<file path="config.mk">
export PLATFORM = sky130hd
export DESIGN_NAME = sdram_port_arb
export DESIGN_NICKNAME = d
export VERILOG_FILES = /design/src/rtl/sdram_port_arb.sv
export SDC_FILE = /design/constraint.sdc
export NUM_CORES = 1
export LEC_CHECK = 0
export CAP_MARGIN = 10
export CORE_AREA = 2 2 90 92
export CTS_BUF_LIST = sky130_fd_sc_hd__clkbuf_8
export DETAILED_ROUTE_END_ITERATION = 8
export DIE_AREA = 0 0 92 94
export DONT_BUFFER_PORTS = 1
export PLACE_DENSITY = 0.81
export RECOVER_POWER = 50
export SETUP_SLACK_MARGIN = 0.15
export SYNTH_ARGS = -nofsm -noshare
export SYNTH_HDL_FRONTEND = slang
export SYNTH_SLANG_ARGS = --single-unit
</file>
<file path="constraint.sdc">
create_clock -name clk -period 4 [get_ports clk]
set_input_delay 0.8 -clock clk [delete_from_list [all_inputs] [get_ports clk]]
set_output_delay 0.8 -clock clk [all_outputs]
set_load 0.03 [all_outputs]
</file>
<file path="src/rtl/sdram_port_arb.sv">
// -----------------------------------------------------------------------------
// sdram_port_arb
//   Three-client round-robin arbiter in front of a single toggle-handshake
//   SDRAM controller port. Each client issues a request by toggling cN_req;
//   the arbiter forwards one transfer at a time to the controller (mem_req
//   toggle / mem_ack toggle) and answers the client by toggling cN_ack, with
//   read data captured into a per-client cN_dout register.
//
//   A transfer that is not acknowledged within TIMEOUT cycles is aborted
//   towards the client (ack toggled, read data forced to all-ones, sticky
//   err raised). The arbiter then parks in HOLD until the controller's late
//   ack arrives, so the two toggle phases never get out of step.
//
// Ports
//   clk, reset                    : clock, synchronous active-high reset
//   cN_req / cN_ack   (N=0..2)    : client request / acknowledge toggles
//   cN_addr, cN_din, cN_we        : client word address, write data, write flag
//   cN_dout                       : per-client read data register
//   mem_req / mem_ack             : controller request / acknowledge toggles
//   mem_addr, mem_din, mem_we     : transfer fields, held stable between issues
//   mem_dout                      : controller read data
//   grant                         : client currently or last served
//   busy                          : arbiter not in IDLE
//   err                           : sticky timeout flag
// -----------------------------------------------------------------------------
module sdram_port_arb #(
    parameter logic [7:0] TIMEOUT = 8'd64
) (
    input  logic        clk,
    input  logic        reset,

    input  logic        c0_req,
    output logic        c0_ack,
    input  logic [21:1] c0_addr,
    input  logic [15:0] c0_din,
    input  logic        c0_we,
    output logic [15:0] c0_dout,

    input  logic        c1_req,
    output logic        c1_ack,
    input  logic [21:1] c1_addr,
    input  logic [15:0] c1_din,
    input  logic        c1_we,
    output logic [15:0] c1_dout,

    input  logic        c2_req,
    output logic        c2_ack,
    input  logic [21:1] c2_addr,
    input  logic [15:0] c2_din,
    input  logic        c2_we,
    output logic [15:0] c2_dout,

    output logic        mem_req,
    input  logic        mem_ack,
    output logic [21:1] mem_addr,
    output logic [15:0] mem_din,
    output logic        mem_we,
    input  logic [15:0] mem_dout,

    output logic [1:0]  grant,
    output logic        busy,
    output logic        err
);

    typedef enum logic [1:0] {
        ST_IDLE = 2'd0,
        ST_WAIT = 2'd1,
        ST_HOLD = 2'd2
    } state_t;

    localparam logic [7:0] TO_LAST = TIMEOUT - 8'd1;

    state_t      state_q;
    logic [2:0]  ack_q;
    logic [15:0] dout_q [3];
    logic        mem_req_q;
    logic [21:1] mem_addr_q;
    logic [15:0] mem_din_q;
    logic        mem_we_q;
    logic [1:0]  grant_q;
    logic        err_q;
    logic [7:0]  cnt_q;

    // A client is pending while its toggles differ; a second toggle while
    // already pending simply cancels the request.
    logic [2:0]  req_w;
    logic [2:0]  pending_w;

    assign req_w     = {c2_req, c1_req, c0_req};
    assign pending_w = req_w ^ ack_q;

    function automatic logic [1:0] next3(input logic [1:0] x);
        return (x >= 2'd2) ? 2'd0 : x + 2'd1;
    endfunction

    function automatic logic pend_at(input logic [2:0] p, input logic [1:0] idx);
        case (idx)
            2'd0:    return p[0];
            2'd1:    return p[1];
            default: return p[2];
        endcase
    endfunction

    // Round-robin: search starts one past the last grant and wraps.
    logic [1:0] cand0_w, cand1_w, cand2_w;
    logic       sel_valid_w;
    logic [1:0] sel_idx_w;

    assign cand0_w = next3(grant_q);
    assign cand1_w = next3(cand0_w);
    assign cand2_w = next3(cand1_w);

    always_comb begin
        sel_valid_w = 1'b0;
        sel_idx_w   = cand0_w;
        if (pend_at(pending_w, cand0_w)) begin
            sel_valid_w = 1'b1;
            sel_idx_w   = cand0_w;
        end else if (pend_at(pending_w, cand1_w)) begin
            sel_valid_w = 1'b1;
            sel_idx_w   = cand1_w;
        end else if (pend_at(pending_w, cand2_w)) begin
            sel_valid_w = 1'b1;
            sel_idx_w   = cand2_w;
        end
    end

    // Field mux for the selected client; only consulted on the issue edge.
    logic [21:1] sel_addr_w;
    logic [15:0] sel_din_w;
    logic        sel_we_w;

    always_comb begin
        case (sel_idx_w)
            2'd0: begin
                sel_addr_w = c0_addr;
                sel_din_w  = c0_din;
                sel_we_w   = c0_we;
            end
            2'd1: begin
                sel_addr_w = c1_addr;
                sel_din_w  = c1_din;
                sel_we_w   = c1_we;
            end
            default: begin
                sel_addr_w = c2_addr;
                sel_din_w  = c2_din;
                sel_we_w   = c2_we;
            end
        endcase
    end

    // The controller is idle only when its ack has caught up with our req;
    // this also keeps us quiet after a reset the controller did not see.
    logic mem_idle_w;
    assign mem_idle_w = (mem_ack == mem_req_q);

    always_ff @(posedge clk) begin
        if (reset) begin
            state_q    <= ST_IDLE;
            ack_q      <= 3'b000;
            for (int k = 0; k < 3; k++) dout_q[k] <= 16'h0000;
            mem_req_q  <= 1'b0;
            mem_addr_q <= '0;
            mem_din_q  <= 16'h0000;
            mem_we_q   <= 1'b0;
            grant_q    <= 2'd2;
            err_q      <= 1'b0;
            cnt_q      <= 8'd0;
        end else begin
            case (state_q)
                ST_IDLE: begin
                    if (sel_valid_w && mem_idle_w) begin
                        grant_q    <= sel_idx_w;
                        mem_addr_q <= sel_addr_w;
                        mem_din_q  <= sel_din_w;
                        mem_we_q   <= sel_we_w;
                        mem_req_q  <= ~mem_req_q;
                        cnt_q      <= 8'd0;
                        state_q    <= ST_WAIT;
                    end
                end
                ST_WAIT: begin
                    if (mem_idle_w) begin
                        for (int k = 0; k < 3; k++) begin
                            if (grant_q == k[1:0]) begin
                                ack_q[k] <= ~ack_q[k];
                                if (!mem_we_q) dout_q[k] <= mem_dout;
                            end
                        end
                        state_q <= ST_IDLE;
                    end else if ((TIMEOUT != 8'd0) && (cnt_q == TO_LAST)) begin
                        // Release the client now; the controller's ack is
                        // still owed and is absorbed in HOLD.
                        for (int k = 0; k < 3; k++) begin
                            if (grant_q == k[1:0]) begin
                                ack_q[k] <= ~ack_q[k];
                                if (!mem_we_q) dout_q[k] <= 16'hFFFF;
                            end
                        end
                        err_q   <= 1'b1;
                        state_q <= ST_HOLD;
                    end else if (cnt_q != 8'hFF) begin
                        cnt_q <= cnt_q + 8'd1;
                    end
                end
                ST_HOLD: begin
                    if (mem_idle_w) state_q <= ST_IDLE;
                end
                default: state_q <= ST_IDLE;
            endcase
        end
    end

    assign c0_ack   = ack_q[0];
    assign c1_ack   = ack_q[1];
    assign c2_ack   = ack_q[2];
    assign c0_dout  = dout_q[0];
    assign c1_dout  = dout_q[1];
    assign c2_dout  = dout_q[2];
    assign mem_req  = mem_req_q;
    assign mem_addr = mem_addr_q;
    assign mem_din  = mem_din_q;
    assign mem_we   = mem_we_q;
    assign grant    = grant_q;
    assign busy     = (state_q != ST_IDLE);
    assign err      = err_q;

endmodule

</file>
==> metrics.md, run 1 <==
| Metric | Value |
|---|---|
| Synth unique cells | `43` |
| Clock skew | `roughly 0.013 ns` |
| Layout cell share with drive strength beyond 1 | `12.3%` |
| Mapped cell area | `4940 um^2` |
| Reg2reg path depth | `6` |
| Most numerous cell in the Yosys netlist | `dfxtp_1` |
| Area growth from synthesis to layout | `3.42%` |
| CTS buffer count | `9` |
| Worst EP required | `3.99 ns` |
| Net count after synthesis | `~600` |
| Setup Fix Bufs, Post-CTS | `0` |
| Nets | `~560` |
| Final Hold Vio Count | `0` |
| Sink Count | `~100` |
| Via count | `3769` |
| Max VDD drop | `0.000460 V` |
| Max Transition Viols Final | `0` |
| GP Congestion | `0.814` |
| Initial Util | `between 60% and 70%` |
| Synthesis-stage register bit count | `~100` |
| Critical Path AT | `3.05 ns` |
| Core area | `~7600 um^2` |
| # rows | `32` |
| Register area share after synthesis | `between 50% and 60%` |
| Fmax | `roughly 0.33 GHz` |
| Clk slew on worst S/H paths | `around 0.11 ns` |
| H-tree depth | `3` |
| Max-slew headroom | `23.2%` |
| Asr flop ratio synth | `0%` |
| Hold path cells | `1` |
| Via/cell ratio | `7.07` |
| CTS root buffer | `clkbuf_8` |
| Startpoint types | `register` |
| Total Routing Usage GR | `between 20% and 30%` |
| Initial antenna violation count | `0` |
| Most frequent cells after synthesis | `55 x dfxtp_1, 48 x edfxtp_1, 47 x nand2_1` |
| Pwr per Cell Area | `720 nW/um^2` |
| Clk_lat worst skew | `0.36 ns` |
| EDFF count, synth | `48` |
| Placed insts | `517` |
| Setup tns final | `0 ns` |
| Outcome | `finished clean` |
| I/O pin cnt | `230` |
| Max FO, Critical Path | `16` |
| Horiz. Die Dim | `92 um` |
| GRT overflow | `0` |
| CTS max path bufs | `2` |
| Setup CP Type | `register to register` |
| # port buffers | `0` |
| Tmin final | `3.06 ns` |
| Top_reg_cell synth | `dfxtp_1` |
| Top-area cell type share of the netlist area | `29.2%` |
| Dominant cell type by area after synthesis | `edfxtp_1` |
| Routed len/inst | `24.1 um` |
| CTS Hold Buffers Added | `0` |
| Largest net degree at the start of global routing | `between 50 and 60` |
| Synth warn | `0` |
| DRT Pass-1 Iters | `5` |
| DR iter-0 viols | `224` |
| Synthesized area per cell | `11.0 um^2` |
| RSZ-0062 raised after global routing | `no` |
| Vias in the first global route | `3661` |
| Die height | `94 um` |
| Static Leakage | `1.89 nW` |
| Routed Antenna Nets | `0` |
| Synth Instances | `roughly 450` |
| Antenna cells | `0` |
| Final worst path period share | `about three quarters` |
| DRC | `0` |
| Die ar. | `8650 um^2` |
| CP endpoint kind | `register` |
| First-pass GRT wire length | `19300 um` |
| Final setup fails | `0` |
| Post-layout util | `67.1%` |
| Finished Layout Cells | `533` |
| Least-Margin Pin Slew | `around 1.1 ns` |
| Hold Path Class | `register to register` |
| DP HPWL | `8870 um` |
| DRT Wirelength | `12800 um` |
| Post_cts resized | `0` |
| Synth top area cells | `edfxtp_1 29%, dfxtp_1 22%, a221oi_2 6.1%, o21bai_1 5.9%, a22oi_1 5.6%` |
| TritonCTS clock tree | `done` |
| Maximum capacitance violations | `0` |
-- final cells by class --
class	count	area (um^2)
flip-flops and latches	103	2540
fillers	564	2500
multi-input cells	303	2180
well taps	102	128
clock buffers	9	124
clock inverters	7	67.6
repair buffers	8	56.3
inverters	1	3.75
-- worst paths after layout --
| check | from | endpoint | slack, ns |
|---|---|---|---|
| max reg2reg | cnt_q[0] | dout_q[0][40] | 0.94 |
| min | state_q[1] | state_q[0] | 0.48 |
| max | cnt_q[0] | dout_q[0][40] | 0.94 |
| min reg2reg | state_q[1] | state_q[0] | 0.48 |
-- metal layers --
metal / track usage (%) / up-vias / wire [um]
li1: - / 1696 / -
met1: 33.5 / 1807 / 4840
met2: 51.5 / 241 / 6640
met3: 6.58 / 25 / 1070
met4: 11.1 / 0 / 295
met5: 0 / - / 0
-- cells in the final DEF (no fill, tap or decap), types with 4 or more instances in the layout --
master	n
a21o_1	18
a21oi_1	4
a221oi_1	18
a221oi_2	20
a22oi_1	37
a31oi_1	39
buf_4	7
clkbuf_8	9
dfxtp_1	55
edfxtp_1	48
nand2_1	47
nand3_1	6
nor2_1	23
nor3_1	6
o21bai_1	39
xnor2_1	7
xor2_1	8
-- state kept, by name, summed over array words and instances (netlist names) --
register,count
ack_q,3
cnt_q,8
dout_q,48
err,1
grant,2
mem_addr,21
mem_din,16
mem_req,1
mem_we,1
state_q,2
-- cells by family after synthesis --
logic type | count (synthesis) | synth area share (%)
compound gates | 185 | 30.7
flops | 103 | 51.5
simple gates | 98 | 9.05
buf+inv | 41 | 4.51
xor+xnor | 19 | 3.98
fa+ha+maj | 1 | 0.253
-- through the flow --
stage          worst slack [ns]  instance area, um^2  power [mW]  hold slack (ns)
3_3_place_gp               1.30                 4930        3.01            0.446
4_1_cts                    1.37                 5130        3.68            0.474
2_1_floorplan              1.48                 4940        2.83            0.430
6_report                  0.936                 5110        3.67            0.479
3_5_place_dp               1.22                 4930        3.06            0.457
5_1_grt                   0.689                 5110        3.85            0.482
-- worst max-delay path: stages, from the launching register on --
cell	delay, ns
dfxtp_1	0.41
ha_1	0.22
nand2_1	0.14
o41ai_1	0.78
nand4b_1	0.23
o21bai_1	0.18
clkbuf_1	0.73
-- power breakdown --
group          internal, mW  switching (mW)  total (mW)
Combinational         0.378           0.652        1.03
Clock                 0.247           0.390       0.637
Sequential             1.35           0.654        2.01
(Power assumes the default switching activity.)
==> run 2, diff against run 1 <==
Settings changed: CORE_AREA 2 2 90 92 to 2 2 95 97, DIE_AREA 0 0 92 94 to 0 0 97 99, PLACE_DENSITY 0.81 to 0.76.
Clock period 4 ns to 2.73 ns, I/O delays scaled along.
==> run 2 against run 1 <==
Worst hold slack worse by 0.20 ns. Clock-buffer cell count stayed put. Fmax up 31%. Sequential share of layout area is 0.96 points lower. Largest cell class unchanged.
==> metrics.md, run 2 (synthesis gave the netlist of run 1 again) <==
| Metric | Value |
|---|---|
| Clk slew on worst S/H paths | `roughly 0.11 ns` |
| CTS buffer count | `9` |
| Multi-input gate area | `between 2000 and 2500 um^2` |
| Post_cts resized | `0` |
| Antenna cells | `0` |
| Critical path origin | `mem_req` |
| Least-Margin Pin Slew | `0.928 ns` |
| Commonest non-fill, non-tap cells in the layout | `55 x dfxtp_1, 48 x edfxtp_1, 46 x nand2_1` |
| Placed insts | `534` |
| Top cell family by delay on the critical path | `buffers and inverters` |
| Critical Path AT | `2.60 ns` |
| Via count | `3751` |
| Startpoint types | `register` |
| Total Routing Usage GR | `24.9%` |
| Setup tns final | `0 ns` |
| Pwr per Cell Area | `1030 nW/um^2` |
| Die ar. | `9600 um^2` |
| # port buffers | `0` |
| Layout cell share with drive strength beyond 1 | `14.0%` |
| DRC | `0` |
| H-tree depth | `3` |
| Vias in the first global route | `3768` |
| Register area | `2540 um^2` |
| Most used cell, CP | `nor2_1` |
| CP endpoint kind | `register` |
| CTS root buffer | `clkbuf_8` |
| Reg with most FFs | `dout_q` |
| Die height | `99 um` |
| Sink Count | `103` |
| I/O pin cnt | `230` |
| Max VDD drop | `0.000520 V` |
| Horiz. Die Dim | `97 um` |
| Tmin final | `about 2.3 ns` |
| Setup Fix Bufs, Post-CTS | `0` |
| CP max-delay cell | `clkbuf_2` |
| Crit path buf inv count | `1` |
| Initial antenna violation count | `0` |
| Nets | `574` |
| Fmax | `about 0.43 GHz` |
| Hold Path Class | `input pin to register` |
| CP peak stage delay | `0.67 ns` |
| GP Congestion | `0.805` |
| Hold EP | `grant[0]` |
| Outcome | `finished clean` |
| DR iter-0 viols | `between 150 and 200` |
| Initial Util | `57.7%` |
| Routed len/inst | `about 22 um` |
| CTS Hold Buffers Added | `0` |
| Final setup fails | `0` |
| Worst EP required | `3.00 ns` |
| Clk_lat worst skew | `approximately 0.36 ns` |
| Reg2reg setup slack | `approximately 0.4 ns` |
| Max reg flops | `48` |
| Max-slew headroom | `38.1%` |
| GRT overflow | `0` |
| Min-delay src | `reset` |
| Worst reg2reg path startpoint | `mem_req` |
| Core area | `8550 um^2` |
| Final Hold Vio Count | `0` |
| Finished Layout Cells | `550` |
| Setup CP Type | `register to register` |
| Routed Antenna Nets | `0` |
| First-pass GRT wire length | `19400 um` |
| CTS max path bufs | `2` |
| RSZ-0062 raised after global routing | `no` |
| Area growth from synthesis to layout | `5.45%` |
| Reg2reg path depth | `6` |
| DP HPWL | `8570 um` |
| Maximum capacitance violations | `0` |
| Static Leakage | `1.93 nW` |
| DRT Wirelength | `about 12000 um` |
| Reg2reg end | `mem_din[11]` |
| Largest net degree at the start of global routing | `between 50 and 60` |
| Max FO, Critical Path | `41` |
| Final worst path period share | `85.6%` |
| Max Transition Viols Final | `0` |
| DRT Pass-1 Iters | `5` |
| Via/cell ratio | `6.82` |
| Commonest non-fill, non-tap cell in the layout | `dfxtp_1` |
| Critical Path, Cell by Cell | `xor2_2, nor2_1, and2_1, clkbuf_2, nor2_1, a311oi_1` |
| Hold path cells | `1` |
| # rows | `34` |
| Layout fillers | `680` |
| Clock skew | `0.0160 ns` |
| TritonCTS clock tree | `done` |
-- run 2: cell types whose count changed in the layout (fill, tap and decap cells not counted), sizes merged --
cell,change
buf,+6
clkbuf,+5
inv,-3
clkinv,+2
clkinvlp,+1
-- run 2: cell type report --
type	count	area share [%]
Clock buffer	9	2.38
Timing Repair Buffer	19	2.84
Tap cell	108	2.60
Clock inverter	7	1.13
Multi-Input combinational cell	303	42.2
Inverter	1	0.0721
Sequential cell	103	48.8
-- run 2: per-stage QoR --
stage / total power [mW] / cell area, um^2 / util (%) / setup WS [ns] / hold slack, ns
floorplan: 4.15 / 4940 / - / 0.211 / 0.430
global placement: 4.49 / 5050 / 59.1 / 0.586 / 0.448
detailed placement: 4.55 / 5050 / 59.1 / 0.458 / 0.465
CTS: 5.41 / 5230 / 61.2 / 0.421 / 0.231
global route: 5.68 / 5210 / 60.9 / 0.217 / 0.220
finish: 5.38 / 5210 / 60.9 / 0.393 / 0.276
-- run 2: how the worst max path moves through the flow --
stage | end | slack [ns] | cells past startpoint
after detailed placement | dout_q[0][42] | 0.46 | 6
final | mem_din[11] | 0.39 | 6
after global placement | dout_q[0][14] | 0.59 | 7
after floorplan | dout_q[0][32] | 0.21 | 5
after CTS | dout_q[0][41] | 0.42 | 6
after global routing | mem_din[14] | 0.22 | 6
-- run 2: per-layer routing --
layer / wire length, um / track usage, % / vias to the layer above
met3: 1160 / 7.59 / 16
met5: 0 / 0 / -
met1: 4720 / 29.8 / 1771
li1: - / - / 1723
met2: 6120 / 43.0 / 241
met4: 136 / 8.13 / 0
-- run 2: where the power goes --
part | internal (mW) | switching, mW
logic | 0.608 | 0.999
registers | 1.98 | 0.901
clock network | 0.345 | 0.543
